[config.mk]
export PLATFORM = sky130hd
export DESIGN_NAME = rtc_bus_cycle
export DESIGN_NICKNAME = d
export VERILOG_FILES = /design/src/rtl/rtc_bus_pkg.sv /design/src/rtl/rtc_phase_timer.sv /design/src/rtl/rtc_bus_cycle.sv
export SDC_FILE = /design/constraint.sdc
export NUM_CORES = 1
export LEC_CHECK = 0
export CAP_MARGIN = 0
export CORE_MARGIN = 4
export CORE_UTILIZATION = 49
export DETAILED_ROUTE_END_ITERATION = 10
export PLACE_DENSITY = 0.76
export RECOVER_POWER = 25
export SYNTH_ARGS = -nofsm -noshare
export SYNTH_HDL_FRONTEND = slang
export SYNTH_SLANG_ARGS = --single-unit
[constraint.sdc]
create_clock -name clk -period 2.4 [get_ports clk]
set_input_delay 0.48 -clock clk [delete_from_list [all_inputs] [get_ports clk]]
set_output_delay 0.48 -clock clk [all_outputs]
set_load 0.05 [all_outputs]
[src/rtl/rtc_bus_pkg.sv]
// Shared types and timing constants for the RTC multiplexed bus-cycle engine.
package rtc_bus_pkg;

  typedef enum logic [3:0] {
    IDLE, A_SETUP, A_STRB, A_HOLD, GAP, D_SETUP, D_STRB, D_HOLD, DONE
  } bus_state_t;

  localparam int unsigned DEF_T_SETUP  = 2;
  localparam int unsigned DEF_T_STROBE = 10;
  localparam int unsigned DEF_T_HOLD   = 2;
  localparam int unsigned DEF_T_GAP    = 4;

  // Cycle (counted from the accept edge) on which done is asserted.
  function automatic int unsigned cycle_len(input int unsigned s, input int unsigned st,
                                            input int unsigned h, input int unsigned g);
    return 2 * (s + st + h) + g + 1;
  endfunction

  localparam int unsigned DEF_CYCLE_LEN =
    cycle_len(DEF_T_SETUP, DEF_T_STROBE, DEF_T_HOLD, DEF_T_GAP);

  function automatic int unsigned max4(input int unsigned a, input int unsigned b,
                                       input int unsigned c, input int unsigned d);
    int unsigned m;
    m = a;
    if (b > m) m = b;
    if (c > m) m = c;
    if (d > m) m = d;
    return m;
  endfunction

endpackage

[src/rtl/rtc_phase_timer.sv]
// Loadable down-counter timing each bus phase; holds at zero once expired.
module rtc_phase_timer #(
  parameter int unsigned WIDTH = 4
) (
  input  logic             clk,
  input  logic             reset,
  input  logic             load,
  input  logic [WIDTH-1:0] load_value,
  output logic             expired
);

  logic [WIDTH-1:0] count;

  always_ff @(posedge clk) begin
    if (reset)
      count <= '0;
    else if (load)
      count <= load_value;
    else if (count != '0)
      count <= count - 1'b1;
  end

  assign expired = (count == '0);

endmodule

[src/rtl/rtc_bus_cycle.sv]
// RTC multiplexed address/data bus-cycle engine with registered strobes.
// Optional RTC_BUS_RDATA_SYNC_EN adds a 2-flop synchronizer on ad_in.
module rtc_bus_cycle
  import rtc_bus_pkg::*;
#(
  parameter int unsigned T_SETUP  = DEF_T_SETUP,
  parameter int unsigned T_STROBE = DEF_T_STROBE,
  parameter int unsigned T_HOLD   = DEF_T_HOLD,
  parameter int unsigned T_GAP    = DEF_T_GAP
) (
  input  logic       clk,
  input  logic       reset,
  input  logic       req,
  input  logic       we,
  input  logic [7:0] addr,
  input  logic [7:0] wdata,
  output logic       busy,
  output logic       done,
  output logic [7:0] rdata,
  output logic       cs_n,
  output logic       rd_n,
  output logic       wr_n,
  output logic       a_d_n,
  output logic [7:0] ad_out,
  output logic       ad_oe,
  input  logic [7:0] ad_in
);

  localparam int unsigned CW = $clog2(max4(T_SETUP, T_STROBE, T_HOLD, T_GAP)) + 1;
  localparam logic [CW-1:0] LD_SETUP  = CW'(T_SETUP - 1);
  localparam logic [CW-1:0] LD_STROBE = CW'(T_STROBE - 1);
  localparam logic [CW-1:0] LD_HOLD   = CW'(T_HOLD - 1);
  localparam logic [CW-1:0] LD_GAP    = CW'(T_GAP - 1);

  bus_state_t    state, next_state;
  logic          load, expired;
  logic [CW-1:0] load_value;
  logic          we_l, we_d;
  logic [7:0]    addr_l, addr_d, wdata_l, wdata_d;
  logic [7:0]    sample;

  rtc_phase_timer #(.WIDTH(CW)) u_timer (
    .clk        (clk),
    .reset      (reset),
    .load       (load),
    .load_value (load_value),
    .expired    (expired)
  );

`ifdef RTC_BUS_RDATA_SYNC_EN
  logic [7:0] sync1, sync2;

  if (T_STROBE < 3) begin : g_strobe_too_short
    $error("T_STROBE must be at least 3 when the rdata synchronizer is enabled");
  end

  always_ff @(posedge clk) begin
    if (reset) begin
      sync1 <= '0;
      sync2 <= '0;
    end else begin
      sync1 <= ad_in;
      sync2 <= sync1;
    end
  end
  assign sample = sync2;
`else
  assign sample = ad_in;
`endif

  always_comb begin
    next_state = state;
    load       = 1'b0;
    load_value = '0;
    unique case (state)
      IDLE:    if (req)     begin next_state = A_SETUP; load = 1'b1; load_value = LD_SETUP;  end
      A_SETUP: if (expired) begin next_state = A_STRB;  load = 1'b1; load_value = LD_STROBE; end
      A_STRB:  if (expired) begin next_state = A_HOLD;  load = 1'b1; load_value = LD_HOLD;   end
      A_HOLD:  if (expired) begin next_state = GAP;     load = 1'b1; load_value = LD_GAP;    end
      GAP:     if (expired) begin next_state = D_SETUP; load = 1'b1; load_value = LD_SETUP;  end
      D_SETUP: if (expired) begin next_state = D_STRB;  load = 1'b1; load_value = LD_STROBE; end
      D_STRB:  if (expired) begin next_state = D_HOLD;  load = 1'b1; load_value = LD_HOLD;   end
      D_HOLD:  if (expired) next_state = DONE;
      DONE:    next_state = IDLE;
      default: next_state = IDLE;
    endcase
  end

  // Outputs decode the upcoming state, so the accept edge must see the fresh request fields.
  always_comb begin
    we_d    = we_l;
    addr_d  = addr_l;
    wdata_d = wdata_l;
    if (state == IDLE && req) begin
      we_d    = we;
      addr_d  = addr;
      wdata_d = wdata;
    end
  end

  always_ff @(posedge clk) begin
    if (reset) begin
      state   <= IDLE;
      we_l    <= 1'b0;
      addr_l  <= '0;
      wdata_l <= '0;
      rdata   <= '0;
      busy    <= 1'b0;
      done    <= 1'b0;
      cs_n    <= 1'b1;
      rd_n    <= 1'b1;
      wr_n    <= 1'b1;
      a_d_n   <= 1'b1;
      ad_oe   <= 1'b0;
      ad_out  <= '0;
    end else begin
      state   <= next_state;
      we_l    <= we_d;
      addr_l  <= addr_d;
      wdata_l <= wdata_d;
      if (state == D_STRB && expired && !we_l)
        rdata <= sample;

      busy   <= 1'b1;
      done   <= 1'b0;
      cs_n   <= 1'b0;
      rd_n   <= 1'b1;
      wr_n   <= 1'b1;
      a_d_n  <= 1'b1;
      ad_oe  <= 1'b0;
      ad_out <= '0;
      unique case (next_state)
        IDLE: begin
          busy <= 1'b0;
          cs_n <= 1'b1;
        end
        A_SETUP, A_HOLD: begin
          a_d_n  <= 1'b0;
          ad_oe  <= 1'b1;
          ad_out <= addr_d;
        end
        A_STRB: begin
          a_d_n  <= 1'b0;
          ad_oe  <= 1'b1;
          ad_out <= addr_d;
          wr_n   <= 1'b0;
        end
        GAP: ;
        D_SETUP, D_HOLD: begin
          if (we_d) begin
            ad_oe  <= 1'b1;
            ad_out <= wdata_d;
          end
        end
        D_STRB: begin
          if (we_d) begin
            ad_oe  <= 1'b1;
            ad_out <= wdata_d;
            wr_n   <= 1'b0;
          end else begin
            rd_n   <= 1'b0;
          end
        end
        DONE: begin
          done <= 1'b1;
          cs_n <= 1'b1;
        end
        default: begin
          busy <= 1'b0;
          cs_n <= 1'b1;
        end
      endcase
    end
  end

endmodule

==> results of run 1 <==
==> through the flow <==
stage	instances	hold slack (ns)	power, mW	utilization [%]
finish	347	0.462	2.56	64.3
global route	347	0.479	2.74	64.3
CTS	347	0.463	2.58	64.5
detailed placement	339	0.451	2.07	62.2
global placement	339	0.443	2.05	62.2
floorplan	248	0.427	1.79	-
==> tightest hold or removal path, cell delays in order (launching register included) <==
cell and delay, ns:
dfxtp_1 0.32, nand2_1 0.05, a21oi_1 0.05
==> sequential cells by signal, indices dropped and copies added (netlist names) <==
register,flops
rd_n,1
a_d_n,1
cs_n,1
wr_n,1
ad_out,8
wdata_l,8
busy,1
done,1
rdata,8
we_l,1
state,4
ad_oe,1
addr_l,8
u_timer.count,5
==> layout make-up <==
type	instances	area (um^2)
fill	364	1550
multi-input combinational	173	1060
sequential	49	981
timing repair buffer	60	572
clock buffer	7	96.3
tap	52	65.1
inverter	5	18.8
clock inverter	1	5.00
==> cells in the final DEF, fill, tap and decap left out, types with 2 or more instances in the layout <==
master,count
dfxtp_1,49
clkdlybuf4s50_1,45
a21oi_1,30
nand2_1,23
nor2_1,18
mux2i_1,11
o21ai_0,10
nand3_1,9
a211oi_1,9
o211ai_1,9
o21a_1,9
buf_4,9
nand4_1,8
clkbuf_8,7
inv_1,5
dlygate4sd3_1,5
or3_1,4
nor3_1,4
nor2b_1,2
a31oi_1,2
and3_1,2
ha_1,2
==> logic make-up (layout without fill, tap and decap cells) <==
group           after synthesis  in the layout  synth area share [%]
mux                          11             11                  5.01
flops                        49             49                  44.6
fa+ha+maj                     2              2                  1.14
simple gates                 82             82                  20.0
buf+inv                      26             73                  6.88
compound gates               76             76                  21.6
xor+xnor                      2              2                 0.797
==> metal layers <==
metal  part of all wire, %  routed length, um  vias to the layer above  track usage, %
met3                   7.9                406                       12            4.41
li1                      -                  -                      976               -
met1                    41               2130                      915            26.0
met4                   2.0                104                        0            7.11
met2                    49               2500                       74            32.4
met5                     0                  0                        -               0
==> power by group through the flow <==
stage,logic (mW),clock network (mW),registers [mW]
finish,1.01,0.515,1.03
global route,1.12,0.568,1.05
CTS,1.02,0.522,1.03
detailed placement,1.02,0,1.05
global placement,1.01,0,1.05
floorplan,0.660,0,1.13
==> path summary, 6_finish.rpt <==
| kind | from | end | slack, ns | cells after the start |
|---|---|---|---|---|
| worst max-delay path | req | ad_out[7] | 0.37 | 6 |
| worst min-delay path | wdata_l[1] | wdata_l[1] | 0.46 | 2 |
| worst min register to register | wdata_l[1] | wdata_l[1] | 0.46 | 2 |
| worst max register to register | u_timer.count[0] | cs_n | 0.38 | 6 |
==> flow_metrics.env, run 1 <==
export IMPL_netlist_area_mm2=0.00220
export IMPL_clk_path_buf_depth=2
export IMPL_grt_max_degree=34
export IMPL_place_area_mm2=0.00271
export IMPL_drt_iter0_markers=148
export IMPL_p_int_mw=1.60
export IMPL_drtPass1Iterations=4
export IMPL_status="finished, final reports clean"
export IMPL_min_period_ns=2.03
export IMPL_cp_start_kind="input port"
export IMPL_die_y_um=75
export IMPL_slew_violations=0
export IMPL_ys_seq_elements=49
export IMPL_area_delta_synth_final_pct=27.4
export IMPL_hp_class="reg -> reg"
export IMPL_post_cts_setup_buffer_count=0
export IMPL_crit_slowest_cell="dlygate4sd3_1"
export IMPL_synth_ff_type="dfxtp_1"
export IMPL_cpLargestDelayFamily="buffers and inverters"
export IMPL_ant_nets=0
export IMPL_vias=1977
export IMPL_synth_cells=248
export IMPL_start_util_pct=50.5
export IMPL_clk_pin_slew_worst_paths_ns=0.08
export IMPL_hold_buffers=0
export IMPL_critPathBufInv=2
export IMPL_endpoint_kind="flip-flop"
export IMPL_rsz0062_at_grt="no"
export IMPL_antenna_cells=0
export IMPL_synthDominantCellAreaShare_pct=44.6
export IMPL_avgRoutedWirePerCell_um=14.8
export IMPL_grt_pass1_vias=1915
export IMPL_required_ns=2.65
export IMPL_htreeDepth=2
export IMPL_worstSkewPairLatency_ns=0.30
export IMPL_leakage_nw=1.02
export IMPL_grt_overflow=0
export IMPL_max_slew_worst_pin_slew_ns=0.724
export IMPL_routabilityCongestion=0.857
export IMPL_path_cells="dlygate4sd3_1, nand2b_1, clkbuf_1, o211ai_1, a211oi_1, o21a_1"
export IMPL_tritoncts="built"
export IMPL_fin_ws_ns=0.366
export IMPL_p_comb_share_pct=39.5
export IMPL_grtUsageTotal_pct=19.9
export IMPL_cts_buffers=5
export IMPL_hold_viol=0
export IMPL_synth_warning_count=0
export IMPL_synth_async_reset_ratio_pct=0
export IMPL_drt_total_wl_mm=5.14
export IMPL_cts_sinks=49
export IMPL_synth_edff_count=0
export IMPL_grt_antenna_before_repair=0
export IMPL_synth_cell_types=46
export IMPL_p_seq_share_pct=40.3
export IMPL_ir_drop_v=0.000625
export IMPL_switching_share_pct=37.4
export IMPL_layout_drive_gt1_share_pct=8.14
export IMPL_synth_top_area_cell="dfxtp_1"
export IMPL_stdcell_area_mm2=0.00280
export IMPL_path_max_fanout=10
export IMPL_die_width_um=75
export IMPL_post_place_ws_ns=0.221
export IMPL_via_per_inst=5.70
export IMPL_num_rows=24
export IMPL_yosysSeqAreaShare_pct=44.6
export IMPL_numPortBuffers=50
export IMPL_nets=324
export IMPL_drv_cap=0
export IMPL_max_freq_mhz=492
export IMPL_cpPeakStageDelay_ns=0.59
export IMPL_critPathArrivalTime_ns=2.28
export IMPL_skew_ns=0.00675
export IMPL_switchingPower_mw=0.957
export IMPL_cts_resized=0
export IMPL_hpwl_mm=3.70
export IMPL_yosysMostFrequentCell="dfxtp_1"
export IMPL_final_setup_tns_ns=0
export IMPL_synthTopCellsByArea="dfxtp_1 (45%), a21oi_1 (6.6%), mux2i_1 (5.0%)"
export IMPL_syn_nets=278
export IMPL_coreArea_mm2=0.00435
export IMPL_finalCritPeriodShare_pct=84.7
export IMPL_die_area_mm2=0.00563
export IMPL_drc=0
export IMPL_synth_area_per_cell_um2=8.87
export IMPL_p_per_area_mw_per_mm2=914
export IMPL_setup_viol=0
export IMPL_grt_first_pass_wirelength_mm=8.66
export IMPL_slew_headroom_pct=51.6
export IMPL_io_pins=51
export IMPL_p_clk_share_pct=20.1
export IMPL_ys_top_cells_by_count="dfxtp_1 (49), a21oi_1 (29), nand2_1 (23)"
export IMPL_clockRootBuffer="clkbuf_8"
export IMPL_crit_type="in -> reg"
Power figures use the tool's default switching activity.
==> run 2, diff against run 1 <==
Settings changed: CORE_UTILIZATION 49 to 45, PLACE_DENSITY 0.76 to 0.73.
Clock period 2.4 ns to 1.76 ns, I/O delays scaled along.
==> run 2 against run 1 <==
Against the previous run: the flow now finishes with violations (negative setup slack); via count is 7.2% higher; register-to-register slack worse by 0.41 ns; combinational power is 80% higher; utilization is 0.21 points lower; final cell count is 12% higher; critical path type is now reg -> reg; critical endpoint is now rd_n; largest cell class unchanged; largest power group is now combinational cells.
==> flow_metrics.env, run 2 (same netlist as run 1, synthesis figures left out) <==
export IMPL_max_freq_mhz=559
export IMPL_switching_share_pct=36.3
export IMPL_worstSkewPairLatency_ns=0.31
export IMPL_cp_start_kind="flip-flop"
export IMPL_layout_drive_gt1_share_pct=22.4
export IMPL_crit_type="reg -> reg"
export IMPL_drc=0
export IMPL_antenna_cells=0
export IMPL_place_inst=372
export IMPL_io_pins=51
export IMPL_post_place_ws_ns=-0.156
export IMPL_skew_ns=0.0124
export IMPL_hold_viol=0
export IMPL_die_width_um=77.9
export IMPL_violations="negative setup slack"
export IMPL_avgRoutedWirePerCell_um=14.9
export IMPL_finalCritPeriodShare_pct=102
export IMPL_critPathArrivalTime_ns=1.96
export IMPL_p_seq_share_pct=34.0
export IMPL_fin_ws_ns=-0.0293
export IMPL_leakage_nw=1.16
export IMPL_routabilityCongestion=0.808
export IMPL_p_per_area_mw_per_mm2=1330
export IMPL_max_slew_worst_pin_slew_ns=0.616
export IMPL_ir_drop_v=0.00100
export IMPL_die_y_um=77.9
export IMPL_setup_viol=3
export IMPL_switchingPower_mw=1.47
export IMPL_p_clk_share_pct=20.8
export IMPL_p_comb_share_pct=45.1
export IMPL_r2r_start="u_timer.count[1]"
export IMPL_rsz0062_at_grt="yes"
export IMPL_layout_common_cells="dfxtp_1 (47), buf_4 (42), a21oi_1 (28)"
export IMPL_grt_first_pass_wirelength_mm=9.47
export IMPL_crit_path_start="u_timer.count[1]"
export IMPL_coreArea_mm2=0.00472
export IMPL_slew_headroom_pct=59.1
export IMPL_drv_cap=0
export IMPL_min_period_ns=1.79
export IMPL_grtUsageTotal_pct=19.5
export IMPL_status="finished, violations left"
export IMPL_hpwl_mm=4.06
export IMPL_grt_antenna_before_repair=0
export IMPL_area_delta_synth_final_pct=37.7
export IMPL_numPortBuffers=50
export IMPL_grt_pass1_vias=2018
export IMPL_die_area_mm2=0.00607
export IMPL_path_max_fanout=3
export IMPL_drt_total_wl_mm=5.82
export IMPL_worstHoldStart="wdata_l[1]"
export IMPL_num_rows=25
export IMPL_clk_pin_slew_worst_paths_ns=0.08
export IMPL_htreeDepth=2
export IMPL_grt_max_degree=34
export IMPL_tritoncts="built"
export IMPL_start_util_pct=46.6
export IMPL_nets=351
export IMPL_cts_buffers=5
export IMPL_endpoint_kind="flip-flop"
export IMPL_final_common_cell="dfxtp_1"
export IMPL_p_int_mw=2.58
export IMPL_slew_violations=0
export IMPL_drtPass1Iterations=4
export IMPL_required_ns=1.94
export IMPL_clk_path_buf_depth=2
export IMPL_hold_ws_ns=0.461
export IMPL_hp_class="reg -> reg"
export IMPL_vias=2119
export IMPL_drt_iter0_markers=214
export IMPL_clockRootBuffer="clkbuf_8"
export IMPL_via_per_inst=5.45
export IMPL_ant_nets=0
export IMPL_cts_sinks=49
export IMPL_final_instance_count_excl_fill=389
export IMPL_grt_overflow=0
==> run 2: layout make-up <==
class | instances | area [um^2]
fillers | 425 | 1690
multi-input cells | 173 | 1100
flip-flops and latches | 49 | 983
repair buffers | 87 | 719
well taps | 67 | 83.8
clock buffers | 6 | 82.6
clock inverters | 2 | 37.5
inverters | 5 | 18.8
==> run 2: metrics by stage <==
step	TNS (ns)	util, %	instance area [um^2]	power [mW]
global placement	-1.90	60.5	2860	3.01
global route	-1.32	64.1	3030	4.28
floorplan	0	-	2200	2.46
detailed placement	-2.79	60.5	2860	3.03
finish	-0.0806	64.1	3030	4.04
CTS	-0.114	63.8	3020	3.95
==> run 2: worst paths after layout <==
path,slack (ns),cells after the start,to
worst max-delay path,-0.03,6,rd_n
worst min-delay path,0.46,2,wdata_l[1]
worst max register to register,-0.03,6,rd_n
worst min register to register,0.46,2,wdata_l[1]
==> run 2: worst max-delay path, cell delays in order, from the launching register on <==
cell	delay, ns
dfxtp_2	0.33
inv_2	0.07
ha_4	0.14
or4b_4	0.47
or3_4	0.35
a21oi_4	0.18
nand4bb_1	0.11
==> run 2: timing repair <==
action,CTS,global route
gates resized for setup,6,5
setup endpoints to repair,22,22
pin swaps,3,3
hold buffers,0,0
setup buffers,3,6
endpoints found under the hold margin,0,0
==> run 2: power by group through the flow <==
stage                     clock, mW  sequential (mW)  combinational, mW
after floorplan                   0             1.54              0.917
after global placement            0             1.39               1.62
after detailed placement          0             1.40               1.63
after CTS                     0.858             1.38               1.71
after global routing          0.905             1.40               1.97
final                         0.842             1.38               1.82
==> run 2: layer usage <==
| layer | up-vias | part of all wire (%) | global-route usage (%) |
|---|---|---|---|
| met2 | 73 | 51 | 33.9 |
| met4 | 0 | 1.0 | 5.77 |
| met5 | - | 0 | 0 |
| met1 | 1005 | 43 | 24.0 |
| met3 | 5 | 5.6 | 4.41 |
| li1 | 1036 | - | - |
==> run 3, diff against run 2 <==
Settings changed: CTS_CLUSTER_DIAMETER set to 40.
==> results of run 3 <==
The final DEF is identical to that of run 2; final timing and power are the same.
